`src/rtl/wg_wid_sequencer.sv`:
```
// World-Guard WID control stage: holds mlwid/slwid/mwiddeleg, legalizes CSR writes,
// drains outstanding data-memory traffic before a write commits, and registers the effective WID.
package config_pkg;
  typedef struct packed {
    int unsigned XLEN;
    bit          WgSMWGEn;
    bit          WgSSWGEn;
    int unsigned WG_ID_WIDTH;
    logic [31:0] WG_ID_RST_VALUE;
    logic [63:0] WG_MWID_LIST;
  } cva6_cfg_t;

  localparam cva6_cfg_t WgDefaultCfg = '{
    XLEN:            32,
    WgSMWGEn:        1'b1,
    WgSSWGEn:        1'b1,
    WG_ID_WIDTH:     4,
    WG_ID_RST_VALUE: 32'd0,
    WG_MWID_LIST:    64'hFFFF
  };
endpackage

module wg_wid_sequencer #(
  parameter config_pkg::cva6_cfg_t CVA6Cfg        = config_pkg::WgDefaultCfg,
  parameter int unsigned           MaxOutstanding = 8
) (
  input  logic                           clk_i,
  input  logic                           rst_i,
  input  logic [CVA6Cfg.WG_ID_WIDTH-1:0] mwid_i,
  input  logic [1:0]                     priv_lvl_i,
  input  logic                           csr_we_i,
  input  logic [1:0]                     csr_sel_i,
  input  logic [CVA6Cfg.XLEN-1:0]        csr_wdata_i,
  output logic [CVA6Cfg.XLEN-1:0]        csr_rdata_o,
  output logic                           csr_busy_o,
  output logic                           csr_done_o,
  input  logic                           mem_req_i,
  input  logic                           mem_rsp_i,
  output logic                           hold_issue_o,
  output logic [CVA6Cfg.WG_ID_WIDTH-1:0] wid_o,
  output logic                           err_o
);

  localparam int unsigned W    = CVA6Cfg.WG_ID_WIDTH;
  localparam int unsigned XLEN = CVA6Cfg.XLEN;
  localparam int unsigned N    = 2 ** W;
  localparam int unsigned CntW = $clog2(MaxOutstanding + 1);

  localparam logic [N-1:0]    List   = CVA6Cfg.WG_MWID_LIST[N-1:0];
  localparam logic [W-1:0]    RstWid = CVA6Cfg.WG_ID_RST_VALUE[W-1:0];
  localparam logic [CntW-1:0] CntMax = CntW'(MaxOutstanding);

  localparam logic [1:0] PrivM = 2'd3;
  localparam logic [1:0] PrivS = 2'd1;
  localparam logic [1:0] PrivU = 2'd0;

  typedef enum logic [1:0] {IDLE, DRAIN, COMMIT} state_e;
  typedef enum logic [1:0] {SEL_MLWID, SEL_SLWID, SEL_DELEG, SEL_NONE} sel_e;

  state_e          state_q, state_d;
  sel_e            sel_q, sel_d;
  logic [N-1:0]    wdata_q, wdata_d;
  logic [W-1:0]    mlwid_q, mlwid_d;
  logic [W-1:0]    slwid_q, slwid_d;
  logic [N-1:0]    deleg_q, deleg_d;
  logic [CntW-1:0] cnt_q, cnt_d;
  logic            err_q, err_d;
  logic [W-1:0]    wid_q, wid_d;
  logic            commit;
  logic            cnt_inc, cnt_dec;
  logic [W-1:0]    wval;

  // Only the low 2**W data bits can ever reach a register.
  logic unused_wdata;
  assign unused_wdata = ^csr_wdata_i[XLEN-1:N];

  assign cnt_inc = mem_req_i & ~mem_rsp_i;
  assign cnt_dec = mem_rsp_i & ~mem_req_i;

  always_comb begin
    // NOTE: every variable written here gets a default first, so no latch is inferred.
    state_d = state_q;
    sel_d   = sel_q;
    wdata_d = wdata_q;
    commit  = 1'b0;
    case (state_q)
      IDLE: begin
        if (csr_we_i) begin
          sel_d   = sel_e'(csr_sel_i);
          wdata_d = csr_wdata_i[N-1:0];
          state_d = DRAIN;
        end
      end
      // A request accepted in this very cycle must also drain before the commit.
      DRAIN: if (cnt_q == '0 && !cnt_inc) state_d = COMMIT;
      COMMIT: begin
        commit  = 1'b1;
        state_d = IDLE;
      end
      default: state_d = IDLE;
    endcase
  end

  always_comb begin
    cnt_d = cnt_q;
    err_d = err_q;
    if (cnt_inc) begin
      if (cnt_q == CntMax) err_d = 1'b1;
      else                 cnt_d = cnt_q + CntW'(1);
    end else if (cnt_dec) begin
      if (cnt_q == '0) err_d = 1'b1;
      else             cnt_d = cnt_q - CntW'(1);
    end
  end

  assign wval = wdata_q[W-1:0];

  always_comb begin
    mlwid_d = mlwid_q;
    slwid_d = slwid_q;
    deleg_d = deleg_q;
    if (commit) begin
      case (sel_q)
        SEL_MLWID: if (CVA6Cfg.WgSMWGEn && List[wval]) mlwid_d = wval;
        SEL_SLWID: if (CVA6Cfg.WgSSWGEn && deleg_q[wval]) slwid_d = wval;
        SEL_DELEG: deleg_d = CVA6Cfg.WgSSWGEn ? (wdata_q & List) : '0;
        default: ;
      endcase
    end
  end

  // The effective WID is taken from next-state CSRs so a commit shows up one cycle later.
  always_comb begin
    wid_d = mlwid_d;
    if (priv_lvl_i == PrivM) begin
      wid_d = mwid_i;
    end else if ((priv_lvl_i == PrivS || priv_lvl_i == PrivU) &&
                 CVA6Cfg.WgSSWGEn && deleg_d != '0) begin
      wid_d = slwid_d;
    end
  end

  always_ff @(posedge clk_i) begin
    // NOTE: registers use non-blocking assignments so every flop samples pre-edge values.
    if (rst_i) begin
      state_q <= IDLE;
      sel_q   <= SEL_NONE;
      wdata_q <= '0;
      mlwid_q <= RstWid;
      slwid_q <= RstWid;
      deleg_q <= '0;
      cnt_q   <= '0;
      err_q   <= 1'b0;
      wid_q   <= RstWid;
    end else begin
      state_q <= state_d;
      sel_q   <= sel_d;
      wdata_q <= wdata_d;
      mlwid_q <= mlwid_d;
      slwid_q <= slwid_d;
      deleg_q <= deleg_d;
      cnt_q   <= cnt_d;
      err_q   <= err_d;
      wid_q   <= wid_d;
    end
  end

  always_comb begin
    csr_rdata_o = '0;
    case (csr_sel_i)
      2'd0:    csr_rdata_o[W-1:0] = mlwid_q;
      2'd1:    csr_rdata_o[W-1:0] = slwid_q;
      2'd2:    csr_rdata_o[N-1:0] = deleg_q;
      default: csr_rdata_o = '0;
    endcase
  end

  assign csr_busy_o   = (state_q != IDLE);
  assign csr_done_o   = (state_q == COMMIT);
  assign hold_issue_o = (state_q != IDLE) || (cnt_q == CntMax);
  assign wid_o        = wid_q;
  assign err_o        = err_q;

endmodule

```
`config.mk`:
```
export PLATFORM = sky130hd
export DESIGN_NAME = wg_wid_sequencer
export DESIGN_NICKNAME = d
export VERILOG_FILES = /design/src/rtl/wg_wid_sequencer.sv
export SDC_FILE = /design/constraint.sdc
export NUM_CORES = 1
export LEC_CHECK = 0
export BUFFER_PORTS_ARGS = -buffer_cell sky130_fd_sc_hd__buf_2
export CAP_MARGIN = 10
export CELL_PAD_IN_SITES_DETAIL_PLACEMENT = 0
export CELL_PAD_IN_SITES_GLOBAL_PLACEMENT = 2
export CORE_MARGIN = 10
export CORE_UTILIZATION = 28
export CTS_BUF_LIST = sky130_fd_sc_hd__clkbuf_4 sky130_fd_sc_hd__clkbuf_8 sky130_fd_sc_hd__clkbuf_16
export DETAILED_ROUTE_END_ITERATION = 8
export PLACE_DENSITY_LB_ADDON = 0.1
export SETUP_SLACK_MARGIN = 0.5
export SYNTH_ARGS = -nofsm -noshare
export SYNTH_HDL_FRONTEND = slang
export SYNTH_SLANG_ARGS = --single-unit
```
`constraint.sdc`:
```
create_clock -name clk_i -period 2.2 [get_ports clk_i]
set_input_delay 0.11 -clock clk_i [delete_from_list [all_inputs] [get_ports clk_i]]
set_output_delay 0.11 -clock clk_i [all_outputs]
set_load 0.01 [all_outputs]
```
======== Yosys cells after proc, flatten, opt, wreduce, memory -nomap -nowiden ========
Memories as Yosys holds them, arrays and structs flattened. A register that Yosys moved wholly into a read port is not among the register bits.
Cells that the tools add are included.
cells by class
  reductions and logical operators ........ 18
  equality and inequality tests ........... 14
  multipliers ............................. 0
  add/subtract/negate cells ............... 2
  shifts and indexed selects .............. 0
  bitwise operators ....................... 4
  div/mod/pow operators ................... 0
  mux-type cells .......................... 29
  order comparisons ....................... 1
operator list
  kind                                                                           number
  4-bit 2-to-1 mux                                                               14
  16-bit 2-to-1 mux                                                              2
  16-bit nonzero test                                                            1
  12-bit 2-to-1 mux                                                              1
  4-bit one-hot mux with 3 select lines                                          1
  2-bit by 1-bit equality test with 1-bit output (second input constant)         4
  2-bit equality test (second input constant)                                    4
  2-bit zero test                                                                4
  2-bit inequality test (second input constant)                                  4
  1-bit 2-to-1 mux                                                               7
  3-bit AND reduction                                                            2
  2-bit nonzero test                                                             3
  4-bit by 5-bit less-than comparator with 1-bit output (second input constant)  1
  4-bit by 1-bit adder with 4-bit output (second input constant)                 1
  1-bit binary-select mux with 4-bit select                                      1
  4-bit equality test (second input constant)                                    1
  4-bit zero test                                                                1
  2-bit 2-to-1 mux                                                               2
  2-bit one-hot mux with 2 select lines                                          1
  2-bit AND reduction                                                            2
  4-bit by 1-bit subtractor with 4-bit output (second input constant)            1
  1-bit AND                                                                      2
  1-bit logical AND                                                              2
  1-bit logical OR                                                               2
  other kinds (3)                                                                4
storage, ports and cells
  register bits ........................... 53
  memories ................................ 1
  output and inout bits ................... 40
  word-level logic and storage cells ...... 78
  input bits .............................. 45
  latch bits .............................. 0
  ROM bits ................................ 16
  bits in writable memories ............... 0
memories
  name             depth  width  rd ports  clocked after memory_dff  write ports  RTL line  source
  (no name shown)  16     1      1         1                         0            124       SEL_MLWID: if (CVA6Cfg.WgSMWGEn && List[wval]) mlwid_d = wval;

======== Longest topological paths before layout ========
Gate-level depths: netlist of the first run.
  depth in word-level cells ............... 7
  depth in mapped cells ................... 10
  depth with buffers taken out ............ 10

======== Worst setup path after synthesis of the first run ========
Ideal clock, no wire load.
  path kind ............................... flip-flop to flip-flop
  start point ............................. register wdata_q[1]
  end point ............................... register wid_q[0], in the netlist wid_o[0]
  data required time ...................... 2.078 ns
  setup time .............................. 0.122 ns
  setup slack ............................. 0.549 ns
  stages on the path, launching flop included .. 7
  data arrival time ....................... 1.529 ns
  clock period less this slack ............ 1.651 ns
  path buffers ............................ 0
  path through ............................ dfxtp_1 -> mux2_4 -> o311ai_2 -> a311oi_2 -> or2b_4 -> mux2i_1 -> o21ai_1
on the way
  longest elaborated chain between the ends .. 7
  elaborated cells between the ends (all ways) .. 11
  classes of those cells .................. mux: 9; reduce/logical: 2
ends and longest elaborated chain
  element                                    RTL line  source
  from (decl)                                62        logic [N-1:0] wdata_q, wdata_d;
  from (signal assigned)                     158       wdata_q <= wdata_d;
  1-bit binary-select mux with 4-bit select  125       SEL_SLWID: if (CVA6Cfg.WgSSWGEn && deleg_q[wval]) slwid_d = wval;
  1-bit 2-to-1 mux (not written as such)     125
  4-bit 2-to-1 mux                           125
  4-bit 2-to-1 mux                           123       case (sel_q)
  4-bit 2-to-1 mux                           122       if (commit) begin
  4-bit 2-to-1 mux (*)                       137       end else if ((priv_lvl_i == PrivS || priv_lvl_i == PrivU) &&
  4-bit 2-to-1 mux (*)                       135       if (priv_lvl_i == PrivM) begin
  to (signal assigned)                       154       wid_q <= RstWid;
  to (signal assigned)                       164       wid_q <= wid_d;
  to (decl)                                  68        logic [W-1:0] wid_q, wid_d;
Every way passes the cells marked *; elsewhere a longest branch is shown, timed or not. The select of a mux whose other input is x is not followed.
A chain may end at the register's enable or synchronous reset.

======== Final worst setup path of the first run ========
  start point ............................. register wdata_q[1]
  end point ............................... register wid_q[1], in the netlist wid_o[1]
Same word-level chain as after synthesis.

==> results of run 1 <==
## flip-flops by register name, summed over array words and instances (netlist names)
signal and count:
mlwid_q 4, wdata_q 16, deleg_q 16, state_q 2, wid_o 4, slwid_q 4, sel_q 2, cnt_q 4
err_o 1
## layout make-up
class	instances	area (µm²)	share of cell area, %
multi-input cells	242	1410	45.5
flip-flops and latches	53	1080	34.9
repair buffers	61	332	10.7
well taps	108	135	4.37
clock buffers	7	90.1	2.91
clock inverters	1	30.0	0.972
inverters	5	18.8	0.607
## tightest hold or removal path, delay by kind of cell
kind | cells | cell delay (ps)
AO/OA/AOI/OAI | 2 | 110
buffers and inverters | 1 | 80
## what timing repair did
item	4_1_cts	5_1_grt
cloned	0	0
pin swaps	2	2
gates resized for setup	12	8
setup endpoints to repair	7	23
buffers inserted	2	1
## layer usage
metal  global-route usage (%)  vias to the layer above  routed length (µm)
met4                     3.75                        0                  82
li1                         -                     1143                   -
met3                     2.69                        4                 355
met5                        0                        -                   0
met1                     14.4                      968                3570
met2                     15.9                       42                3030
## kinds of logic (layout without fill, tap and decap cells)
family	count (synthesis)	in the layout	synth area share, %
XOR/XNOR	5	5	1.70
multiplexers	20	20	7.96
other	1	16	0.145
adder cells (fa/ha/maj)	4	4	2.23
buffers and inverters	36	74	8.01
flip-flops	53	53	41.1
AND/OR/NAND/NOR	142	142	26.2
AO/OA/AOI/OAI	55	55	12.7
## how the worst min path moves through the flow
| stage | slack (ps) | to |
|---|---|---|
| floorplan | 190 | mlwid_q[0]$_SDFF_PP0_ |
| global placement | 340 | wid_o[3]$_SDFF_PP0_ |
| detailed placement | 340 | wid_o[3]$_SDFF_PP0_ |
| CTS | 20 | wid_o[3]$_SDFF_PP0_ |
| global route | 20 | wdata_q[11]$_SDFFE_PP0P_ |
| finish | 20 | wid_o[0]$_SDFF_PP0_ |
## stage by stage
step	cell area, µm²	worst slack [ps]
finish	3090	438
global placement	2890	322
CTS	3050	415
floorplan	2640	549
detailed placement	2890	328
global route	3090	384
## cell usage in the layout, fill, tap and decap left out, types with 2 or more instances in the layout
master,count
sky130_fd_sc_hd__o21ai_1,4
sky130_fd_sc_hd__o21ai_0,4
sky130_fd_sc_hd__dfxtp_4,3
sky130_fd_sc_hd__mux2i_2,2
sky130_fd_sc_hd__and2_1,13
sky130_fd_sc_hd__nor4_1,6
sky130_fd_sc_hd__mux2i_1,17
sky130_fd_sc_hd__dfxtp_1,46
sky130_fd_sc_hd__nand4_1,3
sky130_fd_sc_hd__a21oi_1,36
sky130_fd_sc_hd__clkbuf_8,6
sky130_fd_sc_hd__xnor2_1,4
sky130_fd_sc_hd__nand2_1,81
sky130_fd_sc_hd__dfxtp_2,4
sky130_fd_sc_hd__a32oi_1,4
sky130_fd_sc_hd__nor2b_1,4
sky130_fd_sc_hd__buf_2,52
sky130_fd_sc_hd__inv_1,5
sky130_fd_sc_hd__nand3b_1,2
sky130_fd_sc_hd__ha_1,3
sky130_fd_sc_hd__buf_4,8
sky130_fd_sc_hd__conb_1,16
sky130_fd_sc_hd__nor2_1,19
sky130_fd_sc_hd__nor4_2,2
## report_power, final
group / switching, µW / internal [µW] / total, µW
sequential: 96.3 / 1050 / 1140
combinational: 297 / 246 / 543
clock: 337 / 384 / 721
==> results.md, run 1 <==
Synthesis:
- The synthesized netlist contains 42 unique library cells.
- Of all flip-flops after synthesis, the portion carrying an async set or reset was 0%.
- The per-instance average area after synthesis is 8.16 µm².
- Counting every instance in the synthesized netlist gives 316.
- Sorting the synthesized cells by how often they occur yields sky130_fd_sc_hd__nand2_1 (81), sky130_fd_sc_hd__dfxtp_1 (53), sky130_fd_sc_hd__a21oi_1 (36).
- After synthesis, the largest area contributor takes up 41.1% of total cell area.
- The number of warnings reported in the yosys synthesis log is 0.
- The post-synthesis sequential area ratio is 41.1%.
- Among all cell types in the netlist, the one instantiated most often is sky130_fd_sc_hd__nand2_1.
- Summed over all instances, the cell type with the most area after synthesis is sky130_fd_sc_hd__dfxtp_1.
- The number of flip-flops and latches in the synthesized netlist is 53.
- After synthesis the cells add up to 2580 µm².
- The main flop type after synthesis is sky130_fd_sc_hd__dfxtp_1.
- After synthesis, the cell types taking the most area are sky130_fd_sc_hd__dfxtp_1 (41%), sky130_fd_sc_hd__nand2_1 (12%), sky130_fd_sc_hd__mux2i_1 (7.4%).
- The number of flops mapped to enable cells by yosys is 0.

Critical path:
- The critical path startpoint category is a flop.
- The reg-to-reg endpoint is wid_o[1]$_SDFF_PP0_.
- In this run the worst setup path begins at wdata_q[1]$_SDFFE_PP0P_.
- In this run the critical register-to-register path is launched from wdata_q[1]$_SDFFE_PP0P_.
- STA classifies the critical path endpoint as a flop.
- At the worst endpoint, the arrival time is 1960 ps.
- In this run the worst setup path terminates at wid_o[1]$_SDFF_PP0_.
- The delay of the slowest critical-path stage is 410 ps.
- Data on the critical path is required at its endpoint by 2400 ps.
- The worst register-to-register path has a setup slack of 440 ps.
- The path length in cells of the critical path is 6.
- Counting both buffers and inverters, the worst setup path holds a total of 0.
- Walking the worst path, the cells encountered are mux2_4, o311ai_4, a311oi_2, or2b_4, mux2i_2, o21ai_1.
- The highest-delay cell along the critical path is sky130_fd_sc_hd__dfxtp_4.
- Counting cells, the worst reg-to-reg path comes to 6.
- Along the worst path, the maximum fanout reaches 6.
- The family with the most delay on the worst path is multiplexers.
- The critical path is of the flop to flop type.

Floorplan:
- The die covers 13400 µm².
- The boundary pin count is 85.
- The number of standard-cell rows in the floorplan is 34.
- From left edge to right edge, the die measures 116 µm.
- In this run the standard cell core region covers 8850 µm².
- The vertical extent of the die is 116 µm.
- For this configuration, the core starts out at a cell density of 29.1%.

Power and ir drop:
- IR analysis of the VDD net gives a maximum drop of 312 µV.
- Dividing total power by cell area gives a power density of 779 nW/µm².
- The reported leakage power is 0.00128 µW.
- The completed layout was analyzed and its total power is 2410 µW.

Clock tree:
- In this run, CTS created clock tree buffers numbering 5.
- The clock edge transition at the registers on the reported setup and hold paths is 100 ps.
- TritonCTS built the clock tree.
- The maximum level of the CTS H-tree is 2.
- CTS placed an instance of sky130_fd_sc_hd__clkbuf_8 at the clock tree root.
- The clock sink count is 53.
- The number of buffers inserted for hold repair after clock tree synthesis is 0.
- The maximum clock path buffer count is 2.
- The clock network latency to the later pin of the worst-skew pair is 310 ps.

Routing:
- The number of detailed-routing iterations run before antenna repair is 4.
- The final routed DRC violation total is 0.
- Across all layers, the routed design uses 2157 vias.
- The initial DRC count is 79.
- The post-detailed-route count of antenna-violating nets is 0.
- The wire length per cell after detailed routing is 14.7 µm.
- Wires add up to 7.04 mm.
- The detailed-route vias per instance is 4.52.

Min path:
- The worst hold path depth is 3.
- The path class of the tightest hold or removal check is input pin to flop.
- In this run the most critical hold path is launched from mwid_i[0].

Job:
- Across the run, the number of max-cap violations was 0.

GRT:
- The via count of the first global-routing pass is 2209.
- The first global-routing pass estimated 11.5 mm of wire.
- The total congestion overflow after global routing is 0.
- Entering global routing, the biggest net connects 35 pins.
- The number of antenna violations at the first check in global routing came to 0.
- Across every metal layer, demand over resource in global routing totals 10.6%.

Placement:
- The count of input and output buffers is 52.
- The placer's final routability congestion estimate is 0.740.
- The post-detailed-placement half-perimeter wirelength is 5.30 mm.
- Including well taps, the total number of placed cells is 466.

Timing:
- Setup repair after global routing could not meet its margin everywhere.
- The final critical-path required period is 1760 ps.
- The number of hold violations in the final report was 0.
- The number of pins exceeding their max-slew limit in the final report came to 0.
- The actual slew at the worst max-slew pin is 677 ps.
- The worst setup skew after layout is 7.16 ps.
- Measured against its own limit, the worst slew margin works out to 54.8%.
- Hold is met by 19.5 ps.
- The final total negative setup slack is 0 ps.
- The timing-limited maximum frequency is 0.568 GHz.
- The final-report setup violation count is 0.
- The final critical path takes up 80.1% of the cycle.

Layout:
- The layout overhead on the synthesized area is 19.8%.
- The number of cells in the finished layout apart from fillers is 477.
- The layout filler cell count is 976.
- The repair_antennas step left the layout with diodes totalling 0.
- For this run, the post-layout net count is 417.
- The proportion of layout cells with a drive suffix above 1 is 24.4%.
- The post-layout utilization of the core is 34.9%.

Outcome:
- The run finished with clean final reports.
No activity file was read; power rests on OpenSTA's default activity.
==> inputs of run 2 (changes only) <==
--- a/config.mk
+++ b/config.mk
@@ -5,12 +5,13 @@
 export SDC_FILE = /design/constraint.sdc
 export NUM_CORES = 1
 export LEC_CHECK = 0
+export ABC_AREA = 1
 export BUFFER_PORTS_ARGS = -buffer_cell sky130_fd_sc_hd__buf_2
 export CAP_MARGIN = 10
 export CELL_PAD_IN_SITES_DETAIL_PLACEMENT = 0
 export CELL_PAD_IN_SITES_GLOBAL_PLACEMENT = 2
 export CORE_MARGIN = 10
-export CORE_UTILIZATION = 28
+export CORE_UTILIZATION = 26
 export CTS_BUF_LIST = sky130_fd_sc_hd__clkbuf_4 sky130_fd_sc_hd__clkbuf_8 sky130_fd_sc_hd__clkbuf_16
 export DETAILED_ROUTE_END_ITERATION = 8
 export PLACE_DENSITY_LB_ADDON = 0.1
==> constraint.sdc (replaced) <==
create_clock -name clk_i -period 1.7 [get_ports clk_i]
set_input_delay 0.085 -clock clk_i [delete_from_list [all_inputs] [get_ports clk_i]]
set_output_delay 0.085 -clock clk_i [all_outputs]
set_load 0.01 [all_outputs]
==> results.md, run 2 <==
Outcome:
- The run finished, with violations left.
- The checks that failed: setup timing.

Timing:
- The timing-limited maximum frequency is 0.570 GHz (+0.48%).
- The final total negative setup slack is -185 ps (-185 ps).
- The actual slew at the worst max-slew pin came to 891 ps (+213 ps).
- The smallest setup slack after layout came to -53.4 ps (-492 ps).
- The normalized max-slew margin was 40.6% (-14 points).
- The number of pins exceeding their max-slew limit in the final report came to 0 (unchanged).
- Setup repair after global routing could not meet its margin everywhere.
- The final critical-path required period is 1750 ps (-8.39 ps).
- The final worst-path cycle share is 103% (+23 points).
- The final-report setup violation count was 4 (+4).
- The number of hold violations in the final report is 0 (unchanged).
- The worst setup skew after layout was 9.34 ps (+2.17 ps).

Min path:
- The min-delay analysis places its worst path in the category input pin to flop.

Floorplan:
- The placeable core area is 10300 µm² (+16%).
- The boundary pin count is 85 (unchanged).
- The total die area came to 15000 µm² (+12%).
- The die span in x is 122 µm (+5.6%).
- The number of standard-cell rows in the floorplan is 37 (+8.8%).
- The vertical extent of the die is 122 µm (+5.6%).
- The starting utilization of the core area is 26.6% (-2.6 points).

Placement:
- The post-placement setup slack is -83.3 ps (-411 ps).
- The number of cells in the design after placement is 610 (+31%).
- The placer's final routability congestion estimate was 0.746 (+0.77%).
- The total cell area at the placement stage was 3270 µm² (+13%).
- The post-detailed-placement half-perimeter wirelength is 6.20 mm (+17%).
- The count of input and output buffers is 52 (unchanged).

Critical path:
- The worst setup path is launched from a flop.
- The critical path arrival is 1950 ps (about the same).
- The worst setup path is of the flop to flop kind.
- The delay of the slowest critical-path stage is 360 ps (-50 ps).
- The cell with the most instances on the worst path is sky130_fd_sc_hd__nand2_1.
- Among all stages on the critical path, the largest delay is contributed by sky130_fd_sc_hd__dfxtp_2.
- The largest driver fanout on the critical path is 8 (+2).
- The element type at the critical path end is a flop.
- The data required time at the worst endpoint is 1900 ps (-500 ps).
- The signal on the critical path passes through inv_2, nor2_4, nand2_8, nand2_2, nand2_1, nor2_2, nand2_1, nor2_2, nand2_2, nand2_4, nand2_1, nand3_1, a21oi_1.

GRT:
- The number of antenna violations at the first check in global routing came to 0 (unchanged).
- The first-pass GRT wire length is 13.6 mm (+19%).
- The maximum number of pins on one net before global-route repair is 31 (-11%).
- The via count of the first global-routing pass was 2720 (+23%).
- The total congestion overflow after global routing came to 0 (unchanged).
- The global routing usage summed across all routing layers came to 11.3% (+0.72 points).

Layout:
- From synthesis to final layout, the design area changed by 51.3%.
- The number of inserted diodes is 0 (unchanged).
- The largest registers in the layout are deleg_q: 16 flops, wdata_q: 16 flops.
- The storage element area is 1090 µm² (+0.93%).
- The post-layout utilization of the core is 40.2% (+5.3 points).
- Leaving out fill and tap cells, the most frequent cell in the layout is sky130_fd_sc_hd__nand2_1.
- In the layout the commonest cells are sky130_fd_sc_hd__nand2_1 (82), sky130_fd_sc_hd__buf_2 (51), sky130_fd_sc_hd__nor2_1 (46).
- The number of nets in the final layout came to 549 (+32%).
- The number of cells in the finished layout apart from fillers is 637 (+34%).
- The cell area after layout was 4130 µm² (+34%).
- The area of the multi-input gates is 1820 µm² (+30%).
- The layout filler cell count is 1127 (+15%).
- The proportion of layout cells with a drive suffix above 1 is 43.7% (+19 points).

Power and ir drop:
- The largest voltage drop on the vdd net was 457 µV (+46%).
- The reported leakage power is 0.00187 µW (+47%).
- The cell area power density is 859 nW/µm² (+10%).

Clock tree:
- The maximum level of the CTS H-tree is 2 (unchanged).
- In this run the clock root is driven by a sky130_fd_sc_hd__clkbuf_8.
- The CTS buffer count is 5 (unchanged).
- TritonCTS built the clock tree.
- The clock sink count came to 53 (unchanged).
- The maximum clock path buffer count came to 2 (unchanged).
- The clock edge transition at the registers on the reported setup and hold paths is 100 ps (about the same).
- The clock network latency to the later pin of the worst-skew pair is 320 ps (about the same).

Synthesis:
- The share of flip-flops with an asynchronous set or reset is 0% (unchanged).
- The cell type contributing the most total cell area after synthesis is sky130_fd_sc_hd__dfxtp_1.
- The number of flops mapped to enable cells by yosys is 0 (unchanged).
- The per-instance average area after synthesis came to 6.63 µm² (-19%).
- The simple-gate share of the synthesized area is 32.4% (+6.3 points).
- The area fraction of the dominant cell type after synthesis is 38.9% (-2.3 points).
- The post-synthesis cell type count came to 27 (-36%).
- The mapped cell area is 2730 µm² (+5.9%).
- The largest family of logic cells by synthesized area is simple AND/OR/NAND/NOR gates.
- The post-synthesis sequential area ratio came to 38.9% (-2.3 points).
- By instance count, the leading cell after synthesis is sky130_fd_sc_hd__nand2_1.
- Ranked by total cell area, the synthesized netlist is headed by sky130_fd_sc_hd__dfxtp_1 (39%), sky130_fd_sc_hd__nand2_1 (14%), sky130_fd_sc_hd__nor2_1 (9.2%).
- The number of flip-flops and latches in the synthesized netlist is 53 (unchanged).
- The number of warnings reported in the yosys synthesis log is 0 (unchanged).
- The post-synthesis cell count is 412 (+30%).
- The share of the synthesized area in compound gates (AO/OA/AOI/OAI) came to 11.9% (-0.75 points).
- The main flop type after synthesis is sky130_fd_sc_hd__dfxtp_1.
- After synthesis, the most frequently instantiated cells are sky130_fd_sc_hd__nand2_1 (104), sky130_fd_sc_hd__nor2_1 (67), sky130_fd_sc_hd__dfxtp_1 (53).
- The multiplexer share of the synthesized area came to 0% (-8.0 points).
- The adder-cell share of the synthesized area was 2.11% (-0.12 points).
- The post-synthesis share of cell area spent on xor and xnor gates is 0.962% (-0.74 points).

Routing:
- The initial DRC count is 116 (+47%).
- The final wirelength is 8.60 mm (+22%).
- The final routed DRC violation total came to 0 (unchanged).
- The number of vias in the routed layout was 2726 (+26%).
- The detailed-route vias per instance is 4.28 (-5.4%).
- The wire length per cell after detailed routing is 13.5 µm (-8.4%).
- The post-detailed-route count of antenna-violating nets is 0 (unchanged).
- The number of detailed-routing iterations run before antenna repair is 4 (unchanged).

Job:
- The max-capacitance violation count is 0 (unchanged).
==> run 2: changes by cell type after synthesis, sizes merged, moves of 5 or more <==
| cell | change |
|---|---|
| a21oi | -7 |
| and2 | -14 |
| inv | +42 |
| mux2i | -19 |
| nand2 | +29 |
| nand3 | +27 |
| nor2 | +53 |
| nor4 | -7 |
| o211ai | +5 |
| o21ai | +19 |
==> run 2: final timing paths <==
check / end / slack, ps / start / cells past startpoint
hold / removal: wdata_q[5]$_SDFFE_PP0P_ / 10 / csr_wdata_i[5] / 3
setup / recovery: wid_o[0]$_SDFF_PP0_ / -50 / sel_q[1]$_SDFFE_PP1P_ / 13
setup reg to reg: wid_o[0]$_SDFF_PP0_ / -50 / sel_q[1]$_SDFFE_PP1P_ / 13
hold reg to reg: err_o$_SDFFE_PP0P_ / 480 / err_o$_SDFFE_PP0P_ / 1
==> run 2: repair_timing <==
item | CTS | global route
resized for setup | 94 | 76
hold endpoints to repair | 2 | 0
endpoints found under the setup margin | 53 | 56
buffers inserted | 8 | 6
cloned | 1 | 2
hold buffers | 2 | 0
pin swaps | 18 | 26
==> run 2: area by class of cell <==
class / instances / share of cell area [%]
Clock inverter: 1 / 0.727
Timing Repair Buffer: 95 / 18.0
Sequential cell: 53 / 26.3
Clock buffer: 7 / 2.18
Tap cell: 136 / 4.12
Multi-Input combinational cell: 298 / 44.2
Inverter: 47 / 4.51
==> run 2: power breakdown <==
group | internal [µW] | total, µW | switching [µW]
sequential | 1360 | 1500 | 137
clock | 497 | 943 | 445
combinational | 525 | 1110 | 581
total | 2380 | 3550 | 1160
==> run 2: worst max-delay path: cells and delay by family (launching register included) <==
| kind | cells | cell delay (ps) |
|---|---|---|
| and+or+nand+nor | 11 | 1150 |
| DFF | 1 | 360 |
| buffers and inverters | 1 | 50 |
| AOI/OAI and AO/OA | 1 | 60 |
==> run 2: cells by family after synthesis <==
| group | count (synthesis) |
|---|---|
| buffers and inverters | 77 |
| adders and majority gates | 4 |
| and+or+nand+nor | 212 |
| xor gates and xnor gates | 3 |
| DFF | 53 |
| other | 1 |
| AOI/OAI and AO/OA | 62 |
==> run 2: layer usage <==
metal	vias up	GRT usage [%]	wire length (µm)
met1	1245	14.5	4210
li1	1434	-	-
met2	42	18.7	4030
met4	0	2.87	58
met3	5	2.53	309
met5	-	0	0
==> run 2: metrics by stage <==
| stage | hold slack, ps | total power [µW] |
|---|---|---|
| 6_report | 14.1 | 3550 |
| 3_5_place_dp | 346 | 2160 |
| 4_1_cts | 3.23 | 3360 |
| 2_1_floorplan | 215 | 1930 |
| 5_1_grt | 1.50 | 3780 |
| 3_3_place_gp | 338 | 2150 |
